[config.mk]
export PLATFORM = sky130hd
export DESIGN_NAME = uart_word_rx
export DESIGN_NICKNAME = d
export VERILOG_FILES = /design/src/rtl/bitcoin_pkg.sv /design/src/rtl/uart_byte_rx.sv /design/src/rtl/uart_word_rx.sv
export SDC_FILE = /design/constraint.sdc
export NUM_CORES = 1
export LEC_CHECK = 0
export BUFFER_PORTS_ARGS = -buffer_cell sky130_fd_sc_hd__clkbuf_2
export CORE_MARGIN = 2
export CORE_UTILIZATION = 50
export DETAILED_ROUTE_END_ITERATION = 7
export PLACE_DENSITY = 0.78
export SLEW_MARGIN = 25
export SYNTH_ARGS = -nofsm -noshare
export SYNTH_HDL_FRONTEND = slang
export SYNTH_SLANG_ARGS = --single-unit
[constraint.sdc]
create_clock -name clk -period 2.55 [get_ports clk]
set_input_delay 0.255 -clock clk [delete_from_list [all_inputs] [get_ports clk]]
set_output_delay 0.255 -clock clk [all_outputs]
set_load 0.005 [all_outputs]
[src/rtl/bitcoin_pkg.sv]
// rtl/bitcoin_pkg.sv - shared constants and types for the miner serial path
package bitcoin_pkg;
   localparam int WORD_BITS         = 288;
   localparam int UART_CLKS_PER_BIT = 10;

   typedef enum logic [1:0] {IDLE, START, DATA, STOP} rx_state_t;
endpackage

[src/rtl/uart_byte_rx.sv]
// rtl/uart_byte_rx.sv - 8N1 byte receiver: synchronizer, bit timer and frame FSM
module uart_byte_rx
   import bitcoin_pkg::*;
#(
   parameter int CLKS_PER_BIT = UART_CLKS_PER_BIT
)(
   input  logic       clk,
   input  logic       rst,
   input  logic       serial_in,
   output logic [7:0] byte_data,
   output logic       byte_valid,
   output logic       frame_error,
   output logic       start_seen,
   output logic       line_idle
);
   localparam int TW = $clog2(CLKS_PER_BIT);

   logic            rx_meta, rx_s;
   rx_state_t       state, state_d;
   logic [TW-1:0]   timer, timer_d;
   logic [2:0]      bit_idx, bit_idx_d;
   logic [7:0]      shift, shift_d;

   always_ff @(posedge clk) begin
      if (rst) begin
         rx_meta <= 1'b1;
         rx_s    <= 1'b1;
         state   <= IDLE;
         timer   <= '0;
         bit_idx <= '0;
         shift   <= '0;
      end else begin
         rx_meta <= serial_in;
         rx_s    <= rx_meta;
         state   <= state_d;
         timer   <= timer_d;
         bit_idx <= bit_idx_d;
         shift   <= shift_d;
      end
   end

   // All samples land mid-bit: the half-bit start delay aligns later full-bit reloads.
   always_comb begin
      state_d     = state;
      timer_d     = timer;
      bit_idx_d   = bit_idx;
      shift_d     = shift;
      byte_valid  = 1'b0;
      frame_error = 1'b0;
      start_seen  = 1'b0;
      case (state)
         IDLE: begin
            if (!rx_s) begin
               start_seen = 1'b1;
               timer_d    = TW'(CLKS_PER_BIT / 2 - 1);
               state_d    = START;
            end
         end
         START: begin
            if (timer == '0) begin
               if (!rx_s) begin
                  state_d   = DATA;
                  bit_idx_d = 3'd0;
                  timer_d   = TW'(CLKS_PER_BIT - 1);
               end else begin
                  state_d = IDLE;
               end
            end else begin
               timer_d = timer - TW'(1);
            end
         end
         DATA: begin
            if (timer == '0) begin
               shift_d = {rx_s, shift[7:1]};
               timer_d = TW'(CLKS_PER_BIT - 1);
               if (bit_idx == 3'd7) state_d = STOP;
               else                 bit_idx_d = bit_idx + 3'd1;
            end else begin
               timer_d = timer - TW'(1);
            end
         end
         STOP: begin
            if (timer == '0) begin
               if (rx_s) byte_valid  = 1'b1;
               else      frame_error = 1'b1;
               state_d = IDLE;
            end else begin
               timer_d = timer - TW'(1);
            end
         end
         default: state_d = IDLE;
      endcase
   end

   assign byte_data = shift;
   assign line_idle = (state == IDLE);
endmodule

[src/rtl/uart_word_rx.sv]
// rtl/uart_word_rx.sv - assembles received UART bytes into fixed-size words
module uart_word_rx
   import bitcoin_pkg::*;
#(
   parameter int CLKS_PER_BIT = UART_CLKS_PER_BIT,
   parameter int WORD_BYTES   = WORD_BITS / 8,
   parameter int TIMEOUT_CLKS = 400
)(
   input  logic                    clk,
   input  logic                    rst,
   input  logic                    serial_in,
   output logic [8*WORD_BYTES-1:0] rx_word,
   output logic                    word_valid,
   output logic                    framing_error,
   output logic                    timeout,
   output logic                    busy
);
   localparam int W   = 8 * WORD_BYTES;
   localparam int CW  = $clog2(WORD_BYTES + 1);
   localparam int TCW = $clog2(TIMEOUT_CLKS + 1);

   logic [7:0]     byte_data;
   logic           byte_valid, frame_error, start_seen, line_idle;
   logic [W-1:0]   shreg, shreg_next;
   logic [CW-1:0]  byte_cnt;
   logic [TCW-1:0] idle_cnt;

   uart_byte_rx #(.CLKS_PER_BIT(CLKS_PER_BIT)) u_byte_rx (
      .clk         (clk),
      .rst         (rst),
      .serial_in   (serial_in),
      .byte_data   (byte_data),
      .byte_valid  (byte_valid),
      .frame_error (frame_error),
      .start_seen  (start_seen),
      .line_idle   (line_idle)
   );

   // First byte of a word ends up in the top byte, matching the transmitter order.
   assign shreg_next = {shreg[W-9:0], byte_data};

   always_ff @(posedge clk) begin
      if (rst) begin
         shreg         <= '0;
         rx_word       <= '0;
         byte_cnt      <= '0;
         idle_cnt      <= '0;
         word_valid    <= 1'b0;
         framing_error <= 1'b0;
         timeout       <= 1'b0;
      end else begin
         word_valid    <= 1'b0;
         framing_error <= 1'b0;
         timeout       <= 1'b0;
         if (byte_valid) begin
            shreg    <= shreg_next;
            idle_cnt <= '0;
            if (byte_cnt == CW'(WORD_BYTES - 1)) begin
               rx_word    <= shreg_next;
               word_valid <= 1'b1;
               byte_cnt   <= '0;
            end else begin
               byte_cnt <= byte_cnt + CW'(1);
            end
         end else if (frame_error) begin
            byte_cnt      <= '0;
            idle_cnt      <= '0;
            framing_error <= 1'b1;
         end else if (start_seen) begin
            // A start bit in the expiry cycle beats the timeout.
            idle_cnt <= '0;
         end else if (line_idle && byte_cnt != '0) begin
            if (idle_cnt == TCW'(TIMEOUT_CLKS - 1)) begin
               byte_cnt <= '0;
               idle_cnt <= '0;
               timeout  <= 1'b1;
            end else begin
               idle_cnt <= idle_cnt + TCW'(1);
            end
         end else begin
            idle_cnt <= '0;
         end
      end
   end

   assign busy = !line_idle || (byte_cnt != '0);
endmodule

==> impl_results.md, run 1 <==
- YS warnings: 0
- Critical Path Stages: 7
- Initial DRC count: 1705
- Die Width: 209 um
- Reg2reg setup slack: 0.14 ns
- Critical path required time: 3.00 ns
- Most instantiated cells after synthesis: nand2_1 (1165), dfxtp_1 (605), a21oi_1 (584), clkbuf_1 (136), buf_2 (60)
- Seq cells post-synth: 605
- Worst reg2reg path startpoint: u_byte_rx.timer[0]$_SDFFE_PP0P_
- Initial antenna violation count: 0
- Synth Area per Inst: 7.88 um^2
- Critical Path Source Type: register
- TritonCTS clock tree: yes
- Layout cells sized above 1: 0.147
- Crit Path Class: register to register
- Register area: 0.0121 mm^2
- Status: finished clean
- Clk_skew: 0.0203 ns
- Asr flop ratio synth: 0
- Final setup vio count: 0
- Seq/Total Area, Yosys: 0.575
- Largest delay contributor family on the critical path: simple AND/OR/NAND/NOR gates
- Post-synth top area cell: dfxtp_1
- GRT Overall Usage: 0.235
- Peak VDD IR: 0.558 mV
- Inserted Diodes: 0
- Max Clock Freq: 415 MHz
- Largest net degree at the start of global routing: 235
- Seq pwr share: 0.502
- Routed via count: 18.4k
- Final period util: 0.946
- Clk pwr share: 0.467
- Fin. max-slew vios: 0
- Hold path endpoint: framing_error$_SDFF_PP0_
- DRT Wirelength: 53600 um
- First-pass GRT wire length: 85200 um
- Critical Path Start: u_byte_rx.timer[0]$_SDFFE_PP0P_
- Num Clock Sinks: 605
- Die area: 0.0438 mm^2
- Total CTS buffers: 59
- Reg2Reg Depth: 7
- Worst path slowest cell: or4_4
- Port buffer count: 294
- Gpl congestion: 0.825
- Number of remaining DRC errors: 0
- Hold Path Class: input pin to register
- Initial core utilization: 0.505
- DP Wirelength: 34300 um
- Synth area leaders: dfxtp_1 (57%), nand2_1 (21%), a21oi_1 (14%)
- Hold depth: 3
- Routed WL per cell: 15.6 um
- Nets: 2879
- Syn Std Cell Area: 0.0211 mm^2
- Final setup TNS: 0 ns
- Setup Fix Bufs, Post-CTS: 0
- Power Density: 761 mW/mm^2
- Post-route antenna net violation count: 0
- Clock Latency Late Sink: 0.63 ns
- Core area: 0.0418 mm^2
- CTS clk-pin slew, worst paths: 0.06 ns
- Crit path max fanout: 147
- Power Internal: 0.0148 W
- Tot Pwr: 0.0190 W
- Fill cells: 3667
- Tmin final: 2.41 ns
- Critical Path Max Stage Delay: 0.48 ns
- CTS H-tree depth: 2
- Aggregate global routing overflow: 0
- CP bufs+invs: 2
- Row cnt: 75
- Most frequent cell after synthesis: nand2_1
- Unrepaired setup endpoints after global routing: false
- TritonRoute pass-1 iters: 8
- Gate power share: 0.032
- Footprint of the multi-input gates: 0.00813 mm^2
- Clk buf depth: 3
- Syn-to-layout area delta: 18.2%
- Post-synth EDFFs: 0
- Vias in the first global route: 16.9k
- Critical path cell sequence: inv_1 -> ha_1 -> or3b_4 -> or4_4 -> buf_12 -> nand2_1 -> a21oi_1
- Switching Fraction: 0.220
- Top cell type's share of synthesized area: 0.575
- Max cap viols: 0
- Via-to-Cell Ratio: 5.33
- Worst Tran Pin Value: 1.10 ns
- Worst R2R End: rx_word[218]$_SDFFE_PP0P_
- Slew margin rel.: 0.269
- Final hold vios: 0
- Hold path start: rst
- Sw power: 0.00417 W
- Clock root buffer: clkbuf_16
- Crit. End Element: register
- Cells after Synth: 2675
- Most used DFF post-synth: dfxtp_1
- Number of distinct library cells after synthesis: 44
- Synthesized Nets: 2690
- P_leak: 8.81 nW
- Die height: 209 um
- Arrival @ worst endpoint: 2.86 ns
- # IOs: 295
==> cells by family (layout without fill, tap and decap cells) <==
family / Yosys count / after routing / share of synthesized area
simple gates: 1224 / 1224 / 0.224
compound gates: 618 / 618 / 0.151
flops: 605 / 605 / 0.575
buf+inv: 208 / 441 / 0.0406
fa+ha+maj: 12 / 12 / 0.00712
xor+xnor: 8 / 8 / 0.00332
==> tightest hold or removal path, cell delays in order <==
cell     delay, ns
buf_8         0.11
nor4b_1       0.07
and3b_1       0.18
==> cell type report <==
cell class,instances,area share
Clock buffer,86,0.0698
Tap cell,539,0.0271
Clock inverter,19,0.00989
Multi-Input combinational cell,1862,0.326
Inverter,10,0.00151
Sequential cell,605,0.486
Timing Repair Buffer,326,0.0793
==> placed cells by master (no fill, tap or decap), drive strengths merged, types with 2 or more instances in the layout <==
| cell | count |
|---|---|
| a31oi | 2 |
| o31ai | 2 |
| a2111oi | 3 |
| o21ai | 5 |
| or3 | 3 |
| or2 | 2 |
| clkbuf | 379 |
| nand3 | 6 |
| ha | 12 |
| o211ai | 5 |
| clkinvlp | 4 |
| nor2 | 20 |
| nand4b | 2 |
| xnor2 | 5 |
| or4 | 3 |
| clkinv | 7 |
| a22oi | 3 |
| and3 | 2 |
| a21oi | 584 |
| inv | 14 |
| bufinv | 4 |
| a21o | 5 |
| dfxtp | 605 |
| nor3 | 2 |
| xor2 | 3 |
| and2 | 3 |
| buf | 32 |
| nor4 | 2 |
| nand4 | 6 |
| nand2b | 3 |
| nand2 | 1165 |
==> metrics by stage <==
stage / setup WS [ns] / cells / util / area, um^2 / hold WS, ns
6_report: 0.139 / 3447 / 0.597 / 24900 / 0.0692
5_1_grt: 0.0712 / 3447 / 0.597 / 24900 / 0.0439
4_1_cts: 0.0955 / 3447 / 0.596 / 24900 / 0.0377
3_5_place_dp: 0.108 / 3341 / 0.549 / 22900 / 0.412
3_3_place_gp: 0.189 / 3341 / 0.549 / 22900 / 0.414
2_1_floorplan: 0.341 / 2675 / - / 21100 / 0.359
==> power groups by stage <==
stage | combinational [W] | sequential [W] | clock [W]
finish | 0.000604 | 0.00951 | 0.00884
global placement | 0.000544 | 0.00971 | 0
floorplan | 0.000430 | 0.00970 | 0
detailed placement | 0.000575 | 0.00971 | 0
global route | 0.000652 | 0.00950 | 0.00932
CTS | 0.000581 | 0.00950 | 0.00895
==> repair_timing <==
item / in CTS / in global routing
resized for setup: 0 / 1
hold buffers: 1 / 0
endpoints found under the setup margin: 0 / 4
hold endpoints to repair: 1 / 0
==> sequential cells by signal, indices dropped and copies added (netlist names), 3 cells and up, named ones only <==
name / count
rx_word: 288
shreg: 280
idle_cnt: 9
u_byte_rx.byte_data: 8
byte_cnt: 6
u_byte_rx.timer: 4
u_byte_rx.bit_idx: 3
==> metal layers <==
metal | up-vias | GRT usage | share of wire
met5 | - | 0 | 0
met1 | 8711 | 0.316 | 0.43
met3 | 88 | 0.0455 | 0.065
met2 | 547 | 0.385 | 0.48
li1 | 9020 | - | -
met4 | 0 | 0.0692 | 0.024
==> how the worst max path moves through the flow <==
stage | end | slack [ns]
detailed placement | rx_word[125]$_SDFFE_PP0P_ | 0.11
global placement | rx_word[100]$_SDFFE_PP0P_ | 0.19
floorplan | rx_word[149]$_SDFFE_PP0P_ | 0.34
CTS | rx_word[99]$_SDFFE_PP0P_ | 0.1
finish | rx_word[218]$_SDFFE_PP0P_ | 0.14
global route | rx_word[221]$_SDFFE_PP0P_ | 0.07
Note: power is estimated with default switching activity, not from simulation.
==> run 2, diff against run 1 <==
--- a/config.mk
+++ b/config.mk
@@ -5,11 +5,11 @@
 export SDC_FILE = /design/constraint.sdc
 export NUM_CORES = 1
 export LEC_CHECK = 0
-export BUFFER_PORTS_ARGS = -buffer_cell sky130_fd_sc_hd__clkbuf_2
 export CORE_MARGIN = 2
 export CORE_UTILIZATION = 50
 export DETAILED_ROUTE_END_ITERATION = 7
-export PLACE_DENSITY = 0.78
+export DONT_BUFFER_PORTS = 1
+export PLACE_DENSITY = 0.72
 export SLEW_MARGIN = 25
 export SYNTH_ARGS = -nofsm -noshare
 export SYNTH_HDL_FRONTEND = slang
==> run 2 against run 1 <==
Compared with the run above: the flow now finishes with violations (negative hold slack, max-slew violations, negative setup slack); worst setup slack worse by 0.37 ns; count of clock-buffer cells in the layout is 2 lower; non-clock buffer count is 228 lower; combinational power is 4.5% lower; via count is 5.1% lower; power is 0.72% higher; wire length is 0.12% higher; cell count is 6.6% lower; clock power is 2% higher; sequential share of layout area is 1.5 points higher; utilization is 1.8 points lower; worst hold slack worse by 0.32 ns; largest power group unchanged.
==> impl_results.md, run 2 (synthesized netlist as in run 1, its figures left out) <==
- Fill cells: 3752 (was 3667)
- P_leak: 7.91 nW (was 8.81 nW)
- Max cap viols: 0 (unchanged)
- Row cnt: 75 (unchanged)
- Crit path max fanout: 593 (was 147)
- Routed WL per cell: 16.7 um (was 15.6 um)
- Aggregate global routing overflow: 0 (unchanged)
- Gate power share: 0.030 (was 0.032)
- Layout cells sized above 1: 0.0593 (was 0.147)
- Final hold vios: 117 (was 0)
- Most frequent CP cell: o211ai_1
- Initial core utilization: 0.505 (unchanged)
- Core area: 0.0418 mm^2 (unchanged)
- Gpl congestion: 0.850 (was 0.825)
- Max Clock Freq: 359 MHz (was 415 MHz)
- Syn-to-layout area delta: 14.6% (was 18.2%)
- Clk pwr share: 0.472 (was 0.467)
- Switching Fraction: 0.210 (was 0.220)
- Number of remaining DRC errors: 0 (unchanged)
- Port buffer count: 0 (was 294)
- Critical path required time: 3.06 ns (was 3.00 ns)
- # IOs: 295 (unchanged)
- Unrepaired setup endpoints after global routing: true (was false)
- Final core utilization: 0.579 (was 0.597)
- Via-to-Cell Ratio: 5.41 (was 5.33)
- Largest net degree at the start of global routing: 594 (was 235)
- Status: finished, violations left (was finished clean)
- DP Wirelength: 32900 um (was 34300 um)
- Clock root buffer: clkbuf_16 (unchanged)
- Die Width: 209 um (unchanged)
- Slew margin rel.: -0.479 (was 0.269)
- Largest regs: rx_word: 288 flops, shreg: 280 flops, idle_cnt: 9 flops (unchanged)
- Die area: 0.0438 mm^2 (unchanged)
- Commonest non-fill, non-tap cell in the layout: nand2_1 (unchanged)
- Sw power: 0.00401 W (was 0.00417 W)
- Initial antenna violation count: 0 (unchanged)
- Post-route antenna net violation count: 0 (unchanged)
- Inserted Diodes: 0 (unchanged)
- Die height: 209 um (unchanged)
- GRT Overall Usage: 0.231 (was 0.235)
- Total CTS buffers: 59 (unchanged)
- Routed via count: 17.4k (was 18.4k)
- Power Density: 790 mW/mm^2 (was 761 mW/mm^2)
- Seq pwr share: 0.498 (was 0.502)
- Worst path slowest cell: nor4b_1 (was or4_4)
- Worst Tran Pin Value: 2.22 ns (was 1.10 ns)
- Clock Latency Late Sink: 0.62 ns (was 0.63 ns)
- Most frequent cells in the layout: nand2_1 (1164), dfxtp_1 (605), a21oi_1 (584) (unchanged)
- Final setup margin: -0.233 ns (was 0.139 ns)
- Critical Path Source Type: input pin (was register)
- Critical Path Max Stage Delay: 1.12 ns (was 0.48 ns)
- Nets: 2651 (was 2879)
- Hold Path Class: input pin to register (unchanged)
- Max FFs per register: 288 (unchanged)
- Fin. max-slew vios: 297 (was 0)
- Crit. End Element: register (unchanged)
- Vias in the first global route: 16.0k (was 16.9k)
- Final period util: 1.09 (was 0.946)
- Peak VDD IR: 0.475 mV (was 0.558 mV)
- Final setup vio count: 2 (was 0)
- Crit Path Class: input pin to register (was register to register)
- Critical path cell sequence: nor4b_1 -> o211ai_1 -> or3_1 -> o211ai_1 (was inv_1 -> ha_1 -> or3b_4 -> or4_4 -> buf_12 -> nand2_1 -> a21oi_1)
- Failing checks: negative hold slack, max-slew violations, negative setup slack
- CTS clk-pin slew, worst paths: 0.06 ns (about the same)
- Initial DRC count: 1215 (was 1705)
- DRT Wirelength: 53700 um (was 53600 um)
- WHS: -0.250 ns (was 0.0692 ns)
- Tmin final: 2.78 ns (was 2.41 ns)
- CTS H-tree depth: 2 (unchanged)
- Arrival @ worst endpoint: 3.29 ns (was 2.86 ns)
- Num Clock Sinks: 605 (unchanged)
- TritonRoute pass-1 iters: 5 (was 8)
- Clk buf depth: 3 (unchanged)
- Largest Register: rx_word (unchanged)
- First-pass GRT wire length: 83200 um (was 85200 um)
- Power Internal: 0.0151 W (was 0.0148 W)
- TritonCTS clock tree: yes (unchanged)
- Clk_skew: 0.0274 ns (was 0.0203 ns)
==> run 2: area by class of cell <==
class | instances | area (um^2) | share of cell area
repair buffers | 98 | 1150 | 0.0474
clock inverters | 22 | 295 | 0.0122
multi-input cells | 1862 | 8160 | 0.338
inverters | 10 | 37.5 | 0.00155
well taps | 539 | 674 | 0.0279
clock buffers | 84 | 1740 | 0.0721
flip-flops and latches | 605 | 12100 | 0.501
==> run 2: power groups by stage <==
stage          sequential (W)  clock [W]  combinational [W]
6_report              0.00951    0.00901           0.000577
5_1_grt               0.00950    0.00953           0.000627
4_1_cts               0.00950    0.00917           0.000471
3_5_place_dp          0.00971          0           0.000433
3_3_place_gp          0.00971          0           0.000408
2_1_floorplan         0.00970          0           0.000430
==> run 2: worst paths after layout <==
kind                            slack, ns                   endpoint  cells past startpoint                            start
worst max-delay path                -0.23   byte_cnt[3]$_SDFFE_PP0P_                      4                              rst
worst min-delay path                -0.25  rx_word[188]$_SDFFE_PP0P_                      1                              rst
worst max register to register          0    shreg[176]$_SDFFE_PP0P_                     10  u_byte_rx.timer[0]$_SDFFE_PP0P_
worst min register to register       0.44     idle_cnt[0]$_SDFF_PP0_                      1           idle_cnt[0]$_SDFF_PP0_
==> run 2: per-stage QoR <==
step                      instances  setup WS (ns)  total power (W)  area [um^2]  setup TNS [ns]
after global placement         3046          0.319           0.0101        21400               0
after floorplan                2675          0.341           0.0101        21100               0
final                          3220         -0.233           0.0191        24200          -0.342
after global routing           3220        -0.0922           0.0197        24200          -0.412
after CTS                      3192         0.0141           0.0191        23800               0
after detailed placement       3046          0.264           0.0101        21400               0
==> run 2: worst max-delay path, delay by kind of cell <==
kind	cells	cell delay, ns
AO/OA/AOI/OAI	2	0.47
AND/OR/NAND/NOR	2	1.55
==> run 2: routing by layer <==
layer	vias to the layer above	wire, um	global-route usage
met5	-	0	0
met4	0	1520	0.0732
met3	95	4860	0.0824
met2	505	25100	0.370
met1	8264	22200	0.291
li1	8567	-	-
==> run 2: what timing repair did <==
action | in CTS | in global routing
hold buffers | 40 | 11
hold endpoints to repair | 591 | 496
gates resized for setup | 0 | 15
endpoints found under the setup margin | 0 | 26
buffers inserted | 0 | 14
